**config.mk**
```make
export PLATFORM = sky130hd
export DESIGN_NAME = ddc_phase_sched
export DESIGN_NICKNAME = d
export VERILOG_FILES = /design/src/rtl/ddc_phase_sched.sv
export SDC_FILE = /design/constraint.sdc
export NUM_CORES = 1
export LEC_CHECK = 0
export ABC_AREA = 1
export CORE_ASPECT_RATIO = 1.4
export CORE_MARGIN = 5
export CORE_UTILIZATION = 45
export DETAILED_ROUTE_END_ITERATION = 8
export DONT_BUFFER_PORTS = 1
export SETUP_SLACK_MARGIN = 0.3
export SKIP_CTS_REPAIR_TIMING = 1
export SYNTH_ARGS = -nofsm -noshare
export SYNTH_HDL_FRONTEND = slang
export SYNTH_SLANG_ARGS = --single-unit
```
**constraint.sdc**
```tcl
create_clock -name clk -period 23.8 [get_ports clk]
set_clock_uncertainty 0.2 [all_clocks]
set_input_delay 4.76 -clock clk [delete_from_list [all_inputs] [get_ports clk]]
set_output_delay 4.76 -clock clk [all_outputs]
set_load 0.02 [all_outputs]
```
**src/rtl/ddc_phase_sched.sv**
```systemverilog
// ddc_phase_sched: double-buffered tone bank and frame scheduler producing 4-lane ddc_core phase words.
// Define DDC_SCHED_FRAME_CNT_EN to add the frame_cnt output.
module ddc_phase_sched #(
  parameter int N_CH = 4,
  parameter int PW = 20
) (
  input  logic                    clk,
  input  logic                    rst,
  input  logic                    cfg_wr,
  input  logic [$clog2(N_CH)-1:0] cfg_addr,
  input  logic [PW-1:0]           cfg_pinc,
  input  logic [PW-1:0]           cfg_poff,
  input  logic                    cfg_commit,
  output logic                    cfg_ready,
  input  logic                    run_en,
  output logic [47:0]             phase_in_0,
  output logic [47:0]             phase_in_1,
  output logic [47:0]             phase_in_2,
  output logic [47:0]             phase_in_3,
  output logic                    phase_valid,
  output logic [$clog2(N_CH)-1:0] ch_index,
`ifdef DDC_SCHED_FRAME_CNT_EN
  output logic [31:0]             frame_cnt,
`endif
  output logic                    frame_start
);
  localparam int AW = $clog2(N_CH);
  typedef enum logic [1:0] {IDLE, LOAD, RUN} state_t;
  state_t state, state_nx;
  logic [AW-1:0] cnt, cnt_nx;
  logic pending, wrap, swap, addr_ok;
  logic [PW-1:0] sh_pinc [N_CH];
  logic [PW-1:0] sh_poff [N_CH];
  logic [PW-1:0] ac_pinc [N_CH];
  logic [PW-1:0] ac_poff [N_CH];
  logic [PW-1:0] inc4;
  logic [PW-1:0] off [4];
  assign cfg_ready = !pending;
  assign addr_ok = int'(cfg_addr) < N_CH;
  always_comb begin
    wrap = (state == RUN) && (cnt == AW'(N_CH - 1));
    swap = pending && ((state != RUN) || wrap);
    state_nx = (state == IDLE) ? (run_en ? LOAD : IDLE) :
               (state == LOAD) ? RUN :
               (wrap && !run_en) ? IDLE : RUN;
    cnt_nx = (state == RUN && !wrap) ? cnt + 1'b1 : '0;
  end
  always_ff @(posedge clk or posedge rst) begin
    if (rst) begin
      state <= IDLE;
      cnt <= '0;
      pending <= 1'b0;
    end else begin
      state <= state_nx;
      cnt <= cnt_nx;
      pending <= swap ? 1'b0 : (cfg_commit ? 1'b1 : pending);
    end
  end
  // writes need !pending and swaps need pending, so they never collide
  always_ff @(posedge clk or posedge rst) begin
    if (rst) begin
      sh_pinc <= '{default: '0};
      sh_poff <= '{default: '0};
      ac_pinc <= '{default: '0};
      ac_poff <= '{default: '0};
    end else begin
      if (cfg_wr && !pending && addr_ok) begin
        sh_pinc[cfg_addr] <= cfg_pinc;
        sh_poff[cfg_addr] <= cfg_poff;
      end
      if (swap) begin
        ac_pinc <= sh_pinc;
        ac_poff <= sh_poff;
      end
    end
  end
  always_comb begin
    inc4 = ac_pinc[cnt] << 2;
    off[0] = ac_poff[cnt];
    for (int k = 1; k < 4; k++) off[k] = off[k-1] + ac_pinc[cnt];
  end
  always_ff @(posedge clk or posedge rst) begin
    if (rst) begin
      phase_in_0 <= '0;
      phase_in_1 <= '0;
      phase_in_2 <= '0;
      phase_in_3 <= '0;
      phase_valid <= 1'b0;
      ch_index <= '0;
      frame_start <= 1'b0;
    end else begin
      phase_in_0 <= {4'b0, off[0], 4'b0, inc4};
      phase_in_1 <= {4'b0, off[1], 4'b0, inc4};
      phase_in_2 <= {4'b0, off[2], 4'b0, inc4};
      phase_in_3 <= {4'b0, off[3], 4'b0, inc4};
      phase_valid <= state == RUN;
      ch_index <= cnt;
      frame_start <= (state == RUN) && (cnt == '0);
    end
  end
`ifdef DDC_SCHED_FRAME_CNT_EN
  logic [31:0] fc;
  always_ff @(posedge clk or posedge rst) begin
    if (rst) begin
      fc <= '0;
      frame_cnt <= '0;
    end else begin
      fc <= swap ? '0 : (wrap ? fc + 1'b1 : fc);
      frame_cnt <= fc;
    end
  end
`endif
endmodule

```
# After elaboration in Yosys (flattened, before gate mapping)
# Cells that the tools add are included.
dict set report totals {
  register_bits 481
  latch_bits 0
  ram_bits 0
  rom_bits 0
  in_bits 47
  out_inout_bits 197
  elab_cells 70
  n_memories 0
}
dict set report classes {
  add_sub_neg 4
  multipliers 0
  div_mod_pow 0
  n_lt_le_gt_ge 3
  eq_ne 4
  shifts 0
  mux 17
  bitwise_logic 2
  reduce_logical 14
}
# op n
set ops {}
lappend ops {{$bwmux W80} 2}
lappend ops {{$mux W20} 5}
lappend ops {{$bmux W20 S2} 2}
lappend ops {{$add A20 B20 Y20} 3}
lappend ops {{$demux W20 S2} 1}
lappend ops {{$mux W2} 4}
lappend ops {{$logic_and A1 B1 Y1} 7}
lappend ops {{$ge A3 B3 Y1 const B} 2}
lappend ops {{$not A2 Y3} 2}
lappend ops {{$eq A2 B2 Y1 const B} 2}
lappend ops {{$logic_not A2 Y1} 2}
lappend ops {{$logic_not A1 Y1} 3}
lappend ops {{$lt A3 B1 Y1 const B} 1}
lappend ops {{$mux W1} 3}
lappend ops {{$add A2 B1 Y2 const B} 1}
lappend ops {{$eq A2 B1 Y1 const B} 1}
lappend ops {{$ne A2 B2 Y1 const B} 1}
lappend ops {{$reduce_bool A2 Y1} 1}
lappend ops {{$logic_or A1 B1 Y1} 1}

# Longest topological paths before layout
# Gate-level depths: netlist of the first run.
dict set report logic_depth {
  ltp_word 7
  ltp_mapped 33
  depth_no_buf 32
}

# Worst setup path after synthesis of the first run
# No wires, ideal clock.
dict set report synth_path {
  path_type {input to register}
  startpoint {input cfg_wr}
  endpoint {register sh_pinc[0] (netlist bit)}
  setup_time_ps 130
  arrival_ps 5500
  required_time_ps 23470
  slack_ps 17970
  cell_stages 6
  path_buffers 1
  path_cell_list {inv_1 -> nor2_1 -> nand3_1 -> clkbuf_1 -> nand2_1 -> o21ai_0}
}
dict set report synth_between {
  elab_chain_cells 1
}
# element line
set synth_lines {}
lappend synth_lines {{start, declared} 9} ;# input logic cfg_wr,
lappend synth_lines {{$logic_and A1 B1 Y1} 67} ;# if (cfg_wr && !pending && addr_ok) begin
lappend synth_lines {{end signal, assigned by index} 68} ;# sh_pinc[cfg_addr] <= cfg_pinc;
lappend synth_lines {{end, declared} 32} ;# logic [PW-1:0] sh_pinc [N_CH];
# No other way between the ends.
# A chain may end at the register's enable or synchronous reset.

==> run summary, run 1 <==
H-tree level count -> 2
Slew Limit Headroom -> 34.9%
CP dominant cell by count -> nand2_1
Cell variety after synth -> 44
Nets -> 2,193
Total gr overflow -> 0
Startpoint types -> register
Outcome -> complete, no violations
Mapped Cells -> 2,173
Syn_area_per_cell -> 8.83 µm²
Worst Hold Depth -> 2
DRT Pass-1 Iters -> 6
Area delta synth->final -> 6.55%
Remaining routing DRC violations -> 0
Min cycle time layout -> 7470 ps
CTS tree -> yes
#FFs+latches synth -> 426
Clk slew on worst S/H paths -> 60 ps
Placer Congestion -> 0.968
Final hold violations -> 0
Total global routing track utilization -> 19.9%
Total CTS buffers -> 40
CTS root buffer -> clkbuf_16
Reg2reg setup slack -> 16,330 ps
WL per Instance -> 17.8 µm
Die Y -> 254 µm
Clock Path Buffers -> 3
Mapped Area -> 0.0192 mm²
Iteration-0 DRC count of the detailed router -> 1,050
Crit. End Element -> register
Core area -> 0.0422 mm²
Vias -> 13.8k
Die area -> 0.0469 mm²
Initial antenna violation count -> 6
Total Wirelength -> 47,400 µm
Largest net degree at the start of global routing -> 153
Syn. warnings -> 0
R2r startpoint -> cnt[0]$_DFF_PP0_
Met3 wire len -> 2800 µm
Number of global-route vias before repair -> 13.8k
DIE WIDTH -> 185 µm
Crit path required time -> 24,020 ps
Ratio of cells with drive above 1 in the final layout -> 5.35%
Clock latency on the worst-skew pair -> 550 ps
Hold Crit Class -> register to register
Max stage delay on crit path -> 830 ps
IO Pins -> 244
Setup-failing EPs final -> 0
Crit path DAT -> 7700 ps
Post-DRT Antenna Nets -> 0
Worst Tran Pin Value -> 976 ps
Row Count -> 89
Unrepaired setup endpoints after global routing -> no
Critical setup path kind -> register to register
Setup TNS -> 0 ps
Count of final max-slew check failures -> 0
Sequential fraction of the synthesis area -> 55.5%
Worst R2R End -> phase_in_3[43]$_DFF_PP0_
Max-cap viol count -> 0
Metal-1 WL -> 19,600 µm
First-pass GRT wire length -> 74,600 µm
Fmax achieved -> 0.134 GHz
Crit share post-route -> 31.4%
Top Metal Used -> met5
Detail Placement HPWL -> 30,800 µm
Port Buf Inserts -> 0
CP max FO -> 85
Clk sinks -> 426
Avg Vias per Cell -> 5.18
Cells on worst reg2reg path -> 28
Worst hold start -> sh_pinc[23]$_DFFE_PP0P_
Fin util -> 48.5%
Met2 wire length -> 23,100 µm
Starting Density -> 45.5%
WHS Endpoint -> ac_pinc[23]$_DFFE_PP0P_
Slowest CP cell -> inv_2
==> final cells by class <==
| type | count | area [µm²] |
|---|---|---|
| inverter | 107 | 412 |
| timing repair buffer | 14 | 118 |
| clock inverter | 10 | 143 |
| multi-input combinational | 1493 | 7220 |
| tap | 546 | 683 |
| antenna | 2 | 5.00 |
| clock buffer | 62 | 1210 |
| sequential | 426 | 10700 |
| fill | 3940 | 21800 |
==> state kept, by name (all words and copies together) (netlist names) <==
register and cells:
cnt 2, phase_in_1 20, ac_poff 80, ch_index 2, phase_in_0 20, frame_start 1, sh_poff 80, ac_pinc 80
sh_pinc 80, phase_valid 1, pending 1, phase_in_2 20, state 2, phase_in_3 37
==> logic make-up (layout without fill, tap and decap cells) <==
family          Yosys count  in the layout  share of synthesized area, %
simple gates            967            967                          19.8
compound gates          370            370                          10.3
flops                   426            426                          55.5
other cells               1             42                        0.0195
fa+ha+maj                64             64                          4.29
xor+xnor                 52             52                          2.37
buf+inv                 293            193                          7.70
==> layout by cell type, fill, tap and decap left out, types with 5 or more instances in the layout <==
cell and count:
clkbuf_16 42, o21ai_1 6, a21o_1 5, clkbuf_1 12, buf_4 13, o21ai_0 245, xnor2_1 23, a21oi_1 54
dfrtp_1 425, inv_1 100, nor2_1 109, conb_1 40, nand2_2 13, inv_2 5, o22ai_1 34, xor2_1 29
nand3_1 37, clkbuf_8 8, ha_1 61, nor3_1 6, nand2_1 783, a31oi_1 8
==> synthesized netlist by cell type <==
cell type,number,area (µm²)
nand4_2,1,12.5
o21ai_2,3,26.3
nand3b_1,1,7.51
a21oi_2,3,26.3
inv_1,101,379
a211oi_2,1,12.5
fa_1,3,60.1
buf_2,9,45.0
xor2_1,29,254
o21ai_0,245,1230
nand3b_4,1,20.0
a31oi_1,8,50.1
nor2_2,1,6.26
nor2_4,1,11.3
a21o_1,5,37.5
a32oi_1,3,26.3
dfrtp_1,426,10700
nand2_1,786,2950
a41oi_1,1,8.76
or2_2,1,6.26
nand3_2,2,20.0
and2_1,1,6.26
nand4_1,4,25.0
o21ai_1,6,30.0
inv_2,6,22.5
nand2_2,11,68.8
nand2_4,1,11.3
nor2_1,109,409
clkbuf_1,69,259
a21oi_1,54,270
nor4_1,2,12.5
o22ai_1,34,213
buf_1,11,41.3
buf_6,1,11.3
o21bai_1,2,15.0
o31ai_1,3,22.5
xnor2_1,23,201
o211ai_1,1,7.51
a221oi_1,1,8.76
nand3_1,39,195
ha_1,61,763
conb_1,1,3.75
nor3_1,6,30.0
buf_4,96,721
==> routing by layer <==
metal	up-vias	global-route usage, %
met1	6614	25.3
li1	6660	-
met3	108	3.80
met2	397	33.8
met4	8	7.61
met5	-	0
==> how the worst max path moves through the flow <==
| stage | cells past startpoint | end | slack (ps) | start |
|---|---|---|---|---|
| after floorplan | 1 | ac_pinc[0]$_DFFE_PP0P_ | 6980 | rst |
| after global placement | 3 | ac_poff[79]$_DFFE_PP0P_ | 16530 | rst |
| after detailed placement | 28 | phase_in_3[43]$_DFF_PP0_ | 16420 | cnt[0]$_DFF_PP0_ |
| after CTS | 28 | phase_in_3[43]$_DFF_PP0_ | 16390 | cnt[0]$_DFF_PP0_ |
| after global routing | 30 | phase_in_3[43]$_DFF_PP0_ | 15860 | cnt[0]$_DFF_PP0_ |
| final | 28 | phase_in_3[43]$_DFF_PP0_ | 16330 | cnt[0]$_DFF_PP0_ |
==> critical path, delay by kind of cell, from the launching register on <==
| family | cells | cell delay, ps |
|---|---|---|
| compound gates | 8 | 2580 |
| buf+inv | 5 | 1610 |
| fa+ha+maj | 3 | 1180 |
| simple gates | 10 | 910 |
| xor+xnor | 2 | 430 |
| flops | 1 | 380 |
==> per-stage QoR <==
step | std cells | hold WS (ps) | cell area [µm²] | setup slack [ps]
global route | 2659 | 282 | 20400 | 15860
global placement | 2586 | 229 | 19100 | 16530
CTS | 2658 | 246 | 20400 | 16390
detailed placement | 2586 | 229 | 19100 | 16420
floorplan | 2212 | 215 | 19300 | 6980
finish | 2660 | 246 | 20500 | 16330
Power of run 1 is not shown: default switching activity piles up to over one toggle a cycle in this logic, so the estimate is an artifact.
==> run 2, diff against run 1 <==
==> constraint.sdc (replaced) <==
create_clock -name clk -period 7.3 [get_ports clk]
set_clock_uncertainty 0.2 [all_clocks]
set_input_delay 1.46 -clock clk [delete_from_list [all_inputs] [get_ports clk]]
set_output_delay 1.46 -clock clk [all_outputs]
set_load 0.02 [all_outputs]
==> run summary, run 2 (synthesis gave the netlist of run 1 again) <==
Iteration-0 DRC count of the detailed router -> 1,042
Nets -> 2,202
Worst hold start -> state[1]$_DFF_PP0_
Fmax achieved -> 0.152 GHz
CP dominant cell by count -> nand2_1
Port Buf Inserts -> 0
WL per Instance -> 17.9 µm
Min cycle time layout -> 6590 ps
Hold Crit Class -> register to register
Fin util -> 48.4%
CTS tree -> yes
R2r startpoint -> cnt[1]$_DFF_PP0_
Slew Limit Headroom -> 23.4%
Outcome -> complete, no violations
Clk sinks -> 426
Post-layout instance area -> 0.0204 mm²
Startpoint types -> register
Final hold violations -> 0
Final Hold Slack -> 250 ps
DIE WIDTH -> 185 µm
Max-cap viol count -> 0
Area delta synth->final -> 6.41%
Placed cell area -> 0.0192 mm²
Total global routing track utilization -> 20.4%
Number of global-route vias before repair -> 14.0k
Vias -> 13.8k
H-tree level count -> 2
Starting Density -> 45.5%
Total gr overflow -> 0
Commonest non-fill, non-tap cell in the layout -> nand2_1
Count of final max-slew check failures -> 0
Crit path required time -> 7560 ps
Placer Congestion -> 0.927
Max stage delay on crit path -> 690 ps
Row Count -> 89
Crit share post-route -> 90.3%
Avg Vias per Cell -> 5.19
Critical setup path kind -> register to register
Clock latency on the worst-skew pair -> 550 ps
Worst setup startpoint -> cnt[1]$_DFF_PP0_
Die Y -> 254 µm
IO Pins -> 244
Clock Path Buffers -> 3
First-pass GRT wire length -> 76,300 µm
Clk slew on worst S/H paths -> 70 ps
Remaining routing DRC violations -> 0
Setup-failing EPs final -> 0
Total CTS buffers -> 41
Setup TNS -> 0 ps
Ratio of cells with drive above 1 in the final layout -> 5.53%
Die area -> 0.0469 mm²
Core area -> 0.0422 mm²
Total Wirelength -> 47,700 µm
Crit path DAT -> 6850 ps
Crit. End Element -> register
Slowest CP cell -> dfrtp_1
DRT Pass-1 Iters -> 5
Unrepaired setup endpoints after global routing -> no
Largest net degree at the start of global routing -> 160
Commonest cells after routing, fill and taps aside -> nand2_1, dfrtp_1, o21ai_0
Worst Tran Pin Value -> 1150 ps
CTS root buffer -> clkbuf_16
Post-DRT Antenna Nets -> 0
Detail Placement HPWL -> 31,600 µm
Initial antenna violation count -> 4
CP max FO -> 30
==> run 2: changes by cell type in the layout (fill, tap and decap cells not counted), moves of 2 or more <==
cell and delta:
inv_2 -2, inv_6 +2, buf_4 +7, bufinv_16 -3
==> run 2: cell type report <==
class                      instances  area (µm²)
antenna                            1        2.50
timing repair buffer              22         181
clock inverter                     6        36.3
sequential                       426       10700
fill                            4028       21800
clock buffer                      63        1220
multi-input combinational       1493        7220
inverter                         107         414
tap                              546         683
==> run 2: worst paths after layout <==
| path | to | slack, ps | cells after the start |
|---|---|---|---|
| hold reg to reg | state[0]$_DFF_PP0_ | 250 | 1 |
| min in group asynchronous | state[1]$_DFF_PP0_ | 820 | 2 |
| max in group asynchronous | sh_pinc[50]$_DFFE_PP0P_ | 4490 | 3 |
| setup / recovery | phase_in_3[42]$_DFF_PP0_ | 710 | 26 |
| setup reg to reg | phase_in_3[42]$_DFF_PP0_ | 710 | 26 |
| hold / removal | state[0]$_DFF_PP0_ | 250 | 1 |
==> run 2: worst max-delay path, delay by kind of cell, from the launching register on <==
family	cells	cell delay, ps
buffers and inverters	2	610
flip-flops	1	690
AO/OA/AOI/OAI	5	1120
AND/OR/NAND/NOR	13	2190
adder cells (fa/ha/maj)	3	1100
XOR/XNOR	3	570
==> run 2: per-layer routing <==
metal	share of wire [%]	track usage, %	up-vias	wire [µm]
li1	-	-	6675	-
met1	43	26.8	6638	20500
met2	47	33.7	396	22700
met3	5.9	3.89	101	2810
met4	3.7	7.46	6	1750
met5	0.071	0	-	34
==> run 2: metrics by stage <==
stage,setup slack (ps),instances
6_report,708,2664
2_1_floorplan,-109,2212
3_5_place_dp,605,2594
3_3_place_gp,676,2594
4_1_cts,558,2663
5_1_grt,340,2663
Power of run 2 is left out for the same reason.
==> run 3, diff against run 2 <==
--- a/config.mk
+++ b/config.mk
@@ -16,3 +16,4 @@
 export SYNTH_ARGS = -nofsm -noshare
 export SYNTH_HDL_FRONTEND = slang
 export SYNTH_SLANG_ARGS = --single-unit
+export TNS_END_PERCENT = 5
==> constraint.sdc (replaced) <==
create_clock -name clk -period 7.3 [get_ports clk]
set_clock_uncertainty 0.2 [all_clocks]
set_input_delay 1.095 -clock clk [delete_from_list [all_inputs] [get_ports clk]]
set_output_delay 1.095 -clock clk [all_outputs]
set_load 0.02 [all_outputs]
==> run summary, run 3 (synthesis gave the netlist of run 1 again) <==
Setup-failing EPs final -> 0
R2r startpoint -> cnt[0]$_DFF_PP0_
Final hold violations -> 0
Met2 wire length -> 22,500 µm
Total gr overflow -> 0
Avg Vias per Cell -> 5.22
Commonest non-fill, non-tap cell in the layout -> nand2_1
Ratio of cells with drive above 1 in the final layout -> 5.89%
Setup TNS -> 0 ps
Outcome -> complete, no violations
Row Count -> 89
Die Y -> 254 µm
Detail Placement HPWL -> 31,500 µm
H-tree level count -> 2
CTS tree -> yes
Core area -> 0.0422 mm²
Initial antenna violation count -> 2
Worst Hold Depth -> 2
Port Buf Inserts -> 0
Total global routing track utilization -> 20.4%
Clk slew on worst S/H paths -> 70 ps
Largest net degree at the start of global routing -> 154
Critical setup path kind -> register to register
Slew Limit Headroom -> 29.9%
Vias -> 13.9k
CTS root buffer -> clkbuf_16
Area delta synth->final -> 7.07%
Top Metal Used -> met4
Starting Density -> 45.5%
Worst Tran Pin Value -> 1050 ps
CP dominant cell by count -> inv_1
CP max FO -> 35
Worst R2R End -> phase_in_3[42]$_DFF_PP0_
Total Wirelength -> 48,000 µm
Die area -> 0.0469 mm²
Met3 wire len -> 2700 µm
WHS Endpoint -> ac_pinc[68]$_DFFE_PP0P_
Fmax achieved -> 0.150 GHz
Crit path DAT -> 6950 ps
Hold Crit Class -> register to register
Clock Path Buffers -> 3
IO Pins -> 244
DRT Pass-1 Iters -> 7
Crit path required time -> 7570 ps
Slowest CP cell -> ha_1
Placer Congestion -> 0.930
Clk sinks -> 426
Min cycle time layout -> 6690 ps
Final Hold Slack -> 254 ps
Nets -> 2,203
Remaining routing DRC violations -> 0
Post-layout instance area -> 0.0206 mm²
Post-DRT Antenna Nets -> 0
Max stage delay on crit path -> 540 ps
Count of final max-slew check failures -> 0
First-pass GRT wire length -> 76,300 µm
Placed cell area -> 0.0192 mm²
Metal-1 WL -> 20,700 µm
WL per Instance -> 18.0 µm
Number of global-route vias before repair -> 14.0k
Crit share post-route -> 91.6%
Final WS setup -> 614 ps
Unrepaired setup endpoints after global routing -> no
Worst hold start -> sh_pinc[68]$_DFFE_PP0P_
Reg2reg setup slack -> 610 ps
Pre-CTS setup slack -> 685 ps
Cells on worst reg2reg path -> 27
DIE WIDTH -> 185 µm
Crit. End Element -> register
Number of fill cells in the layout -> 3,982
Clock latency on the worst-skew pair -> 550 ps
Max-cap viol count -> 0
Commonest cells after routing, fill and taps aside -> nand2_1, dfrtp_1, o21ai_0
Iteration-0 DRC count of the detailed router -> 1,025
Total CTS buffers -> 41
Startpoint types -> register
-- run 3: changes by cell type in the layout (fill, tap and decap cells not counted), sizes merged --
| cell | change |
|---|---|
| clkinv | +2 |
| inv | +2 |
| buf | +1 |
| bufinv | +3 |
| clkinvlp | -1 |
| clkbuf | -2 |
-- run 3: final cells by class --
| class | instances | area, µm² | area share [%] |
|---|---|---|---|
| well taps | 546 | 683 | 3.32 |
| repair buffers | 23 | 201 | 0.980 |
| inverters | 107 | 408 | 1.98 |
| multi-input cells | 1493 | 7220 | 35.2 |
| diodes | 1 | 2.50 | 0.0122 |
| flip-flops and latches | 426 | 10700 | 51.9 |
| clock buffers | 61 | 1220 | 5.95 |
| clock inverters | 12 | 146 | 0.712 |
-- run 3: worst max-delay path by stage --
stage                                 from                  endpoint  slack [ps]  cells past startpoint
after floorplan                        rst    ac_pinc[0]$_DFFE_PP0P_         260                      1
after global placement    cnt[0]$_DFF_PP0_  phase_in_3[42]$_DFF_PP0_         810                     27
after detailed placement  cnt[0]$_DFF_PP0_  phase_in_3[42]$_DFF_PP0_         690                     27
after CTS                 cnt[0]$_DFF_PP0_  phase_in_3[42]$_DFF_PP0_         640                     27
after global routing      cnt[0]$_DFF_PP0_  phase_in_3[42]$_DFF_PP0_         300                     26
final                     cnt[0]$_DFF_PP0_  phase_in_3[42]$_DFF_PP0_         610                     27
-- run 3: metrics by stage --
stage / util (%) / instances
after global routing: 48.7 / 2668
after CTS: 48.7 / 2668
after floorplan: - / 2212
final: 48.7 / 2669
after detailed placement: 45.4 / 2595
after global placement: 45.4 / 2595
-- run 3: worst max-delay path, delay by kind of cell (launching register included) --
| kind | cells | cell delay [ps] |
|---|---|---|
| XOR/XNOR | 3 | 390 |
| AND/OR/NAND/NOR | 10 | 2040 |
| adder cells (fa/ha/maj) | 4 | 1750 |
| buffers and inverters | 5 | 860 |
| flip-flops | 1 | 410 |
| AO/OA/AOI/OAI | 5 | 950 |
-- run 3: metal layers --
layer	track usage, %	vias to the layer above
met1	26.8	6716
met5	0	-
li1	-	6666
met3	3.68	125
met2	33.6	415
met4	8.35	0
Power of run 3 is left out for the same reason.
